### config.mk
export PLATFORM = sky130hd
export DESIGN_NAME = run_ctrl
export DESIGN_NICKNAME = d
export VERILOG_FILES = /design/src/rtl/run_ctrl_pkg.sv /design/src/rtl/sat_counter.sv /design/src/rtl/run_ctrl.sv
export SDC_FILE = /design/constraint.sdc
export NUM_CORES = 1
export LEC_CHECK = 0
export BUFFER_PORTS_ARGS = -buffer_cell sky130_fd_sc_hd__buf_4
export CAP_MARGIN = 15
export CORE_MARGIN = 2
export CORE_UTILIZATION = 41
export DETAILED_ROUTE_END_ITERATION = 8
export MAX_ROUTING_LAYER = met4
export PLACE_DENSITY = 0.91
export SETUP_SLACK_MARGIN = 0.3
export SLEW_MARGIN = 40
export SYNTH_ARGS = -nofsm -noshare
export SYNTH_HDL_FRONTEND = slang
export SYNTH_SLANG_ARGS = --single-unit
### constraint.sdc
create_clock -name clk -period 2.1 [get_ports clk]
set_clock_uncertainty 0.2 [all_clocks]
set_input_delay 0.105 -clock clk [delete_from_list [all_inputs] [get_ports clk]]
set_output_delay 0.105 -clock clk [all_outputs]
set_load 0.02 [all_outputs]
### src/rtl/run_ctrl_pkg.sv
// Shared types for the run controller: FSM states, memory-port owner and default widths.
package run_ctrl_pkg;

  localparam int unsigned DEF_AW = 8;
  localparam int unsigned DEF_DW = 8;
  localparam int unsigned DEF_CW = 16;

  typedef enum logic [2:0] {
    IDLE,
    PRIME,
    RUN,
    DONE,
    TMO
  } state_e;

  typedef enum logic {
    OWN_HOST,
    OWN_CORE
  } owner_e;

endpackage

### src/rtl/sat_counter.sv
// Up-counter with synchronous clear (priority over increment) that sticks at all-ones.
module sat_counter #(
  parameter int unsigned W = 16
) (
  input  logic         clk,
  input  logic         rst,
  input  logic         clr_i,
  input  logic         inc_i,
  output logic [W-1:0] count_o
);

  logic [W-1:0] count_q, count_d;

  always_comb begin
    // NOTE: default first so every path assigns count_d and no latch is inferred.
    count_d = count_q;
    if (clr_i) begin
      count_d = '0;
    end else if (inc_i && (count_q != '1)) begin
      count_d = count_q + 1'b1;
    end
  end

  // NOTE: registers use non-blocking assignment so all flops update from pre-edge values.
  always_ff @(posedge clk or posedge rst) begin
    if (rst) begin
      count_q <= '0;
    end else begin
      count_q <= count_d;
    end
  end

  assign count_o = count_q;

endmodule

### src/rtl/run_ctrl.sv
// Run sequencer and data-memory arbiter between host and single-cycle core.
// Define RUN_CTRL_WDOG_EN to enable the MAX_CYCLES watchdog and the TMO state.
module run_ctrl
  import run_ctrl_pkg::*;
#(
  parameter int unsigned AW         = DEF_AW,
  parameter int unsigned DW         = DEF_DW,
  parameter int unsigned CW         = DEF_CW,
  parameter int unsigned RST_CYC    = 2,
  parameter int unsigned MAX_CYCLES = 4096
) (
  input  logic          clk,
  input  logic          reset,
  input  logic          start,
  input  logic          host_req,
  input  logic          host_we,
  input  logic [AW-1:0] host_addr,
  input  logic [DW-1:0] host_wdata,
  output logic          host_gnt,
  output logic [DW-1:0] host_rdata,
  input  logic          core_we,
  input  logic [AW-1:0] core_addr,
  input  logic [DW-1:0] core_wdata,
  output logic [DW-1:0] core_rdata,
  input  logic          core_done,
  output logic          core_reset,
  output logic          mem_we,
  output logic [AW-1:0] mem_addr,
  output logic [DW-1:0] mem_wdata,
  input  logic [DW-1:0] mem_rdata,
  output logic          busy,
  output logic          done,
  output logic          timeout,
  output logic [CW-1:0] cycle_count
);

  localparam int unsigned    PW         = (RST_CYC > 1) ? $clog2(RST_CYC) : 1;
  localparam logic [PW-1:0]  PRIME_LAST = PW'(RST_CYC - 1);
  localparam logic [CW-1:0]  WDOG_LAST  = CW'(MAX_CYCLES - 1);

  state_e        state_q, state_d;
  logic [PW-1:0] prime_q, prime_d;
  owner_e        owner;
  logic          host_phase;
  logic          run_start;
  logic          wdog_hit;

  always_ff @(posedge clk or posedge reset) begin
    if (reset) begin
      state_q <= IDLE;
      prime_q <= '0;
    end else begin
      state_q <= state_d;
      prime_q <= prime_d;
    end
  end

  assign host_phase = (state_q == IDLE) || (state_q == DONE) || (state_q == TMO);
  assign run_start  = host_phase && start;

`ifdef RUN_CTRL_WDOG_EN
  assign wdog_hit = (cycle_count == WDOG_LAST);
  assign timeout  = (state_q == TMO);
`else
  logic unused_wdog;
  assign unused_wdog = ^WDOG_LAST;
  assign wdog_hit    = 1'b0;
  assign timeout     = 1'b0;
`endif

  always_comb begin
    state_d = state_q;
    prime_d = prime_q;
    unique case (state_q)
      IDLE, DONE, TMO: if (start) state_d = PRIME;
      PRIME: begin
        if (prime_q == PRIME_LAST) begin
          state_d = RUN;
          prime_d = '0;
        end else begin
          prime_d = prime_q + 1'b1;
        end
      end
      // A halt seen on the watchdog's last cycle still ends the run cleanly.
      RUN: begin
        if (core_done)     state_d = DONE;
        else if (wdog_hit) state_d = TMO;
      end
      default: state_d = IDLE;
    endcase
  end

  assign owner = (state_q == RUN) ? OWN_CORE : OWN_HOST;

  always_comb begin
    mem_we    = host_gnt && host_we;
    mem_addr  = host_addr;
    mem_wdata = host_wdata;
    if (owner == OWN_CORE) begin
      mem_we    = core_we;
      mem_addr  = core_addr;
      mem_wdata = core_wdata;
    end
  end

  // Host requests outside its window are simply dropped, never queued.
  assign host_gnt   = host_phase && host_req;
  assign host_rdata = mem_rdata;
  assign core_rdata = mem_rdata;
  assign core_reset = (owner == OWN_HOST);
  assign busy       = (state_q == PRIME) || (state_q == RUN);
  assign done       = (state_q == DONE);

  sat_counter #(.W(CW)) u_cycle_cnt (
    .clk     (clk),
    .rst     (reset),
    .clr_i   (run_start),
    .inc_i   (state_q == RUN),
    .count_o (cycle_count)
  );

endmodule

==> results of run 1 <==
## per-layer routing
metal  wire length, um  up-vias  share of wire, %
li1                  -      715                 -
met1              1590      712                37
met2              2380       79                55
met3               252        7               5.8
met4                85        0               2.0
met5                 0        -                 0
## what timing repair did
item	4_1_cts	5_1_grt
setup buffers	14	3
gates resized for setup	15	21
hold buffers	1	0
pin swaps	9	11
endpoints found under the hold margin	19	0
endpoints found under the setup margin	31	33
## state kept, by name (all words and copies together), names as in the netlist
signal	count
u_cycle_cnt.count_o	16
state_q	2
prime_q	1
## kinds of logic after synthesis
kind of cell | count (synthesis) | synth area share [%]
and+or+nand+nor | 52 | 20.8
AOI/OAI and AO/OA | 32 | 14.4
buffers and inverters | 28 | 12.1
DFF | 19 | 34.0
muxes | 17 | 13.6
adders and majority gates | 4 | 3.58
xor gates and xnor gates | 2 | 1.25
other | 1 | 0.268
## report_power, final
| group | total, mW | switching [mW] | internal [mW] | leakage (nW) |
|---|---|---|---|---|
| clock network | 0.186 | 0.112 | 0.0742 | 0.0150 |
| logic | 1.20 | 0.608 | 0.596 | 0.794 |
| registers | 0.463 | 0.0449 | 0.418 | 0.248 |
| total | 1.85 | 0.764 | 1.09 | 1.06 |
## worst min-delay path: cells and delay by family
family,cells,cell delay [ns]
buf+inv,1,0.08
compound gates,2,0.29
## how the worst max path moves through the flow
stage                                      start                             endpoint  slack [ns]  cells past startpoint
after floorplan           state_q[0]$_DFFE_PP0P_  u_cycle_cnt.count_o[13]$_DFFE_PP0P_        0.20                      6
after global placement    state_q[0]$_DFFE_PP0P_  u_cycle_cnt.count_o[13]$_DFFE_PP0P_        0.13                      6
after detailed placement  state_q[0]$_DFFE_PP0P_  u_cycle_cnt.count_o[13]$_DFFE_PP0P_        0.04                      6
after CTS                 state_q[0]$_DFFE_PP0P_  u_cycle_cnt.count_o[13]$_DFFE_PP0P_        0.15                      6
after global routing      state_q[0]$_DFFE_PP0P_  u_cycle_cnt.count_o[12]$_DFFE_PP0P_        0.03                      6
final                     state_q[0]$_DFFE_PP0P_  u_cycle_cnt.count_o[12]$_DFFE_PP0P_        0.13                      6
## cell type report
cell class                 instances  area, um^2  share of cell area [%]
clock buffer                       4        26.3                    1.17
inverter                           8        30.0                    1.34
multi-input combinational        108         900                    40.2
sequential                        19         482                    21.5
tap                               46        57.6                    2.57
timing repair buffer              96         742                    33.2
## cell usage in the layout (no fill, tap or decap), drive strengths merged, types with 3 or more instances in the layout
cell type / n
nor3: 4
o31ai: 4
a21oi: 10
clkbuf: 4
nor4: 3
buf: 95
or3: 5
nand2: 11
a31oi: 3
inv: 8
nor2: 6
nand3: 7
mux2: 16
dfrtp: 19
ha: 4
o21ai: 10
nand4: 6
or4: 3
==> impl_metrics.env, run 1 <==
export IMPL_utilization_pct=67.6
export IMPL_io_pins=101
export IMPL_rr_endpoint="u_cycle_cnt.count_o[12]$_DFFE_PP0P_"
export IMPL_post_route_worst_setup_slack_ns=0.128
export IMPL_cp_data_arrival_time_ns=2.02
export IMPL_rsz0062_at_grt="true"
export IMPL_antenna_found_initial=0
export IMPL_cp_top_family="simple AND/OR/NAND/NOR gates"
export IMPL_drv_cap=0
export IMPL_yosysWarningCount=0
export IMPL_synth_ff_type="dfrtp_1"
export IMPL_viasPerCell=5.38
export IMPL_synthTopCellsByArea="dfrtp_1 (34%), mux2_2 (13%), buf_4 (9.1%), a21oi_1 (3.6%), ha_1 (3.6%)"
export IMPL_worst_slew_pin_slew_ns=0.729
export IMPL_tns_ns=0
export IMPL_ys_seq_area_share_pct=34.0
export IMPL_drive_above_1_share_pct=61.7
export IMPL_hold_end="state_q[0]$_DFFE_PP0P_"
export IMPL_coreArea_um2=3310
export IMPL_wl_um=4310
export IMPL_clk_latency_ns=0.30
export IMPL_initial_utilization_pct=42.3
export IMPL_drt_first_iter_violations=119
export IMPL_power_density_nw_per_um2=828
export IMPL_async_reset_ff_share_pct=100
export IMPL_min_path_type="input pin to register"
export IMPL_crit_required_ns=2.14
export IMPL_synth_distinct_cells=34
export IMPL_peakVddDrop_mv=0.600
export IMPL_maxSlewViolCount=0
export IMPL_vias=1513
export IMPL_critPathBufInv=2
export IMPL_endpoint_kind="register"
export IMPL_top_usage_layer="met2"
export IMPL_chipWidth_um=62.4
export IMPL_grtUsageMet2_pct=38.8
export IMPL_critPathLaunchType="register"
export IMPL_critPathKind="register to register"
export IMPL_cts_tree="done"
export IMPL_synth_most_common_cell="dfrtp_1"
export IMPL_dr_pass1_iters=4
export IMPL_r2r_start="state_q[0]$_DFFE_PP0P_"
export IMPL_finalCritPeriodShare_pct=93.9
export IMPL_hpwl_um=2920
export IMPL_fin_area_um2=2240
export IMPL_cts_htree_levels=1
export IMPL_met3_usage_pct=3.06
export IMPL_yosys_area_top_type="dfrtp_1"
export IMPL_clock_sinks=19
export IMPL_setup_viol_count_final=0
export IMPL_critPathMaxStageDelay_ns=0.60
export IMPL_grt_pass1_wl_um=6600
export IMPL_grt_pass1_vias=1499
export IMPL_crit_chain="inv_2 > ha_4 > buf_6 > nand4_1 > or4_4 > a21oi_2"
export IMPL_cts_root_buffer="clkbuf_4"
export IMPL_max_freq_ghz=0.507
export IMPL_cts_buffers=3
export IMPL_area_growth_pct=59.9
export IMPL_grt_start_max_net_pins=20
export IMPL_cts_path_max_buffers=2
export IMPL_dp_cells=259
export IMPL_synth_nets=206
export IMPL_worstPathMaxFanout=6
export IMPL_leakage_nw=1.06
export IMPL_layout_cells_non_filler=281
export IMPL_r2r_slack_ns=0.13
export IMPL_path_clk_slew_ns=0.10
export IMPL_wl_per_cell_um=15.3
export IMPL_synth_edf_count=0
export IMPL_diodes=0
export IMPL_min_path_cells=3
export IMPL_postPlaceCellArea_um2=1920
export IMPL_reg2reg_depth=6
export IMPL_synth_common_cells="dfrtp_1 (19), buf_4 (17), mux2_2 (16)"
export IMPL_syn_avg_cell_area_um2=9.02
export IMPL_place_port_buffers=75
export IMPL_grt_use_total_pct=21.6
export IMPL_place_ws_ns=0.0431
export IMPL_synth_cells=155
export IMPL_ys_seq_elements=19
export IMPL_place_gp_congestion=0.815
export IMPL_die_h_um=62.4
export IMPL_power_mw=1.85
export IMPL_whs_ns=0.00630
export IMPL_grt_overflow=0
export IMPL_use_met1_pct=24.1
export IMPL_fin_nets=287
export IMPL_outcome="completed"
export IMPL_drc=0
export IMPL_slowest_stage="or4_4"
export IMPL_synth_top_area_share_pct=34.0
export IMPL_postRouteAntennaNets=0
export IMPL_n_fill_cell=264
export IMPL_die_area_um2=3900
export IMPL_num_rows=21
export IMPL_timing_final_hold_violations=0
export IMPL_slew_headroom_pct=51.3
export IMPL_min_from="core_done"
export IMPL_synth_area_um2=1400
export IMPL_post_route_min_period_ns=1.97
(Power assumes the default switching activity.)
==> run 2, diff against run 1 <==
Settings changed: CORE_UTILIZATION 41 to 44, PLACE_DENSITY 0.91 to 0.95.
Clock period 2.1 ns to 2.3 ns, I/O delays scaled along.
==> impl_metrics.env, run 2 (synthesized netlist as in run 1, its figures left out) <==
export IMPL_layout_common_cells="buf_4 (82), dfrtp_1 (19), mux2_2 (16), nand2_1 (11), a21oi_1 (10)"
export IMPL_die_area_um2=3650
export IMPL_cp_data_arrival_time_ns=2.03
export IMPL_drive_above_1_share_pct=50.7
export IMPL_cts_root_buffer="clkbuf_4"
export IMPL_final_common_cell="buf_4"
export IMPL_area_growth_pct=44.8
export IMPL_timing_final_hold_violations=0
export IMPL_largest_reg_flops=16
export IMPL_postPlaceCellArea_um2=1890
export IMPL_maxSlewViolCount=0
export IMPL_crit_chain="inv_2 > ha_4 > and4_4 > nand4_1 > or4_1 > a21oi_1"
export IMPL_viasPerCell=5.42
export IMPL_diodes=0
export IMPL_clock_sinks=19
export IMPL_endpoint_kind="register"
export IMPL_critPathKind="register to register"
export IMPL_critPathMaxStageDelay_ns=0.45
export IMPL_drt_first_iter_violations=83
export IMPL_min_path_type="input pin to register"
export IMPL_antenna_found_initial=0
export IMPL_wl_per_cell_um=14.5
export IMPL_rsz0062_at_grt="true"
export IMPL_vias=1448
export IMPL_path_clk_slew_ns=0.11
export IMPL_critPathLaunchType="register"
export IMPL_utilization_pct=66.9
export IMPL_crit_required_ns=2.33
export IMPL_cts_path_max_buffers=2
export IMPL_cts_buffers=3
export IMPL_grt_use_total_pct=22.5
export IMPL_grt_overflow=0
export IMPL_clk_latency_ns=0.30
export IMPL_chipWidth_um=60.4
export IMPL_layout_cells_non_filler=267
export IMPL_tns_ns=0
export IMPL_power_density_nw_per_um2=775
export IMPL_max_freq_ghz=0.501
export IMPL_dp_cells=255
export IMPL_peakVddDrop_mv=0.567
export IMPL_fin_nets=275
export IMPL_leakage_nw=0.940
export IMPL_worst_slew_pin_slew_ns=0.728
export IMPL_whs_ns=0.00164
export IMPL_drv_cap=0
export IMPL_grt_start_max_net_pins=21
export IMPL_worstPathMaxFanout=5
export IMPL_slew_headroom_pct=51.4
export IMPL_setup_viol_count_final=0
export IMPL_slowest_stage="or4_1"
export IMPL_cts_tree="done"
export IMPL_num_rows=20
export IMPL_post_route_min_period_ns=2.00
export IMPL_outcome="completed"
export IMPL_grt_pass1_vias=1398
export IMPL_place_gp_congestion=0.811
export IMPL_coreArea_um2=3030
export IMPL_initial_utilization_pct=46.2
export IMPL_finalCritPeriodShare_pct=86.8
export IMPL_wl_um=3880
export IMPL_drc=0
export IMPL_place_port_buffers=75
export IMPL_grt_pass1_wl_um=6030
export IMPL_cts_htree_levels=1
export IMPL_fin_area_um2=2030
export IMPL_io_pins=101
export IMPL_hpwl_um=2980
export IMPL_die_h_um=60.4
export IMPL_postRouteAntennaNets=0
export IMPL_dr_pass1_iters=4
run 2: cell types whose count changed in the layout (fill, tap and decap cells not counted), sizes merged:
cell	previous run	this run
buf	95	83
run 2: worst paths after layout:
kind                                        start                                  end  slack [ns]  depth (start not counted)
hold / removal                          core_done               state_q[0]$_DFFE_PP0P_       0.002                          3
setup / recovery           state_q[0]$_DFFE_PP0P_  u_cycle_cnt.count_o[13]$_DFFE_PP0P_        0.30                          6
max in group asynchronous                   reset   u_cycle_cnt.count_o[3]$_DFFE_PP0P_        1.17                          3
hold reg to reg               prime_q$_DFFE_PP0N_                  prime_q$_DFFE_PP0N_        0.27                          1
min in group asynchronous                   reset  u_cycle_cnt.count_o[14]$_DFFE_PP0P_        0.27                          3
setup reg to reg           state_q[0]$_DFFE_PP0P_  u_cycle_cnt.count_o[13]$_DFFE_PP0P_        0.30                          6
run 2: timing repair:
action	CTS	global route
pin swaps	1	4
endpoints found under the hold margin	19	0
gates resized for setup	4	6
buffers inserted	2	5
hold buffers	1	0
endpoints found under the setup margin	19	26
cloned	0	0
run 2: area by class of cell:
cell class	count	area (um^2)
sequential	19	475
inverter	8	30.0
clock buffer	4	26.3
fill	245	1000
timing repair buffer	84	641
multi-input combinational	108	798
tap	44	55.1
run 2: layer usage:
metal	track usage, %	vias up	wire length [um]
met5	-	-	0
met1	25.2	683	1450
met4	8.25	0	75
met2	39.8	67	2070
met3	4.26	8	280
li1	-	690	-
run 2: worst max-delay path, delay by kind of cell (launching register included):
| kind | cells | cell delay, ns |
|---|---|---|
| flops | 1 | 0.40 |
| simple gates | 3 | 0.91 |
| fa+ha+maj | 1 | 0.16 |
| buf+inv | 1 | 0.07 |
| compound gates | 1 | 0.17 |
run 2: stage by stage:
step / setup WS, ns / total power, mW
final: 0.303 / 1.57
after global routing: 0.206 / 1.67
after CTS: 0.310 / 1.55
after detailed placement: 0.232 / 1.33
after global placement: 0.324 / 1.31
after floorplan: 0.356 / 1.02
run 2: where the power goes:
group	internal (mW)	switching [mW]
logic	0.463	0.513
clock network	0.0677	0.110
registers	0.379	0.0387
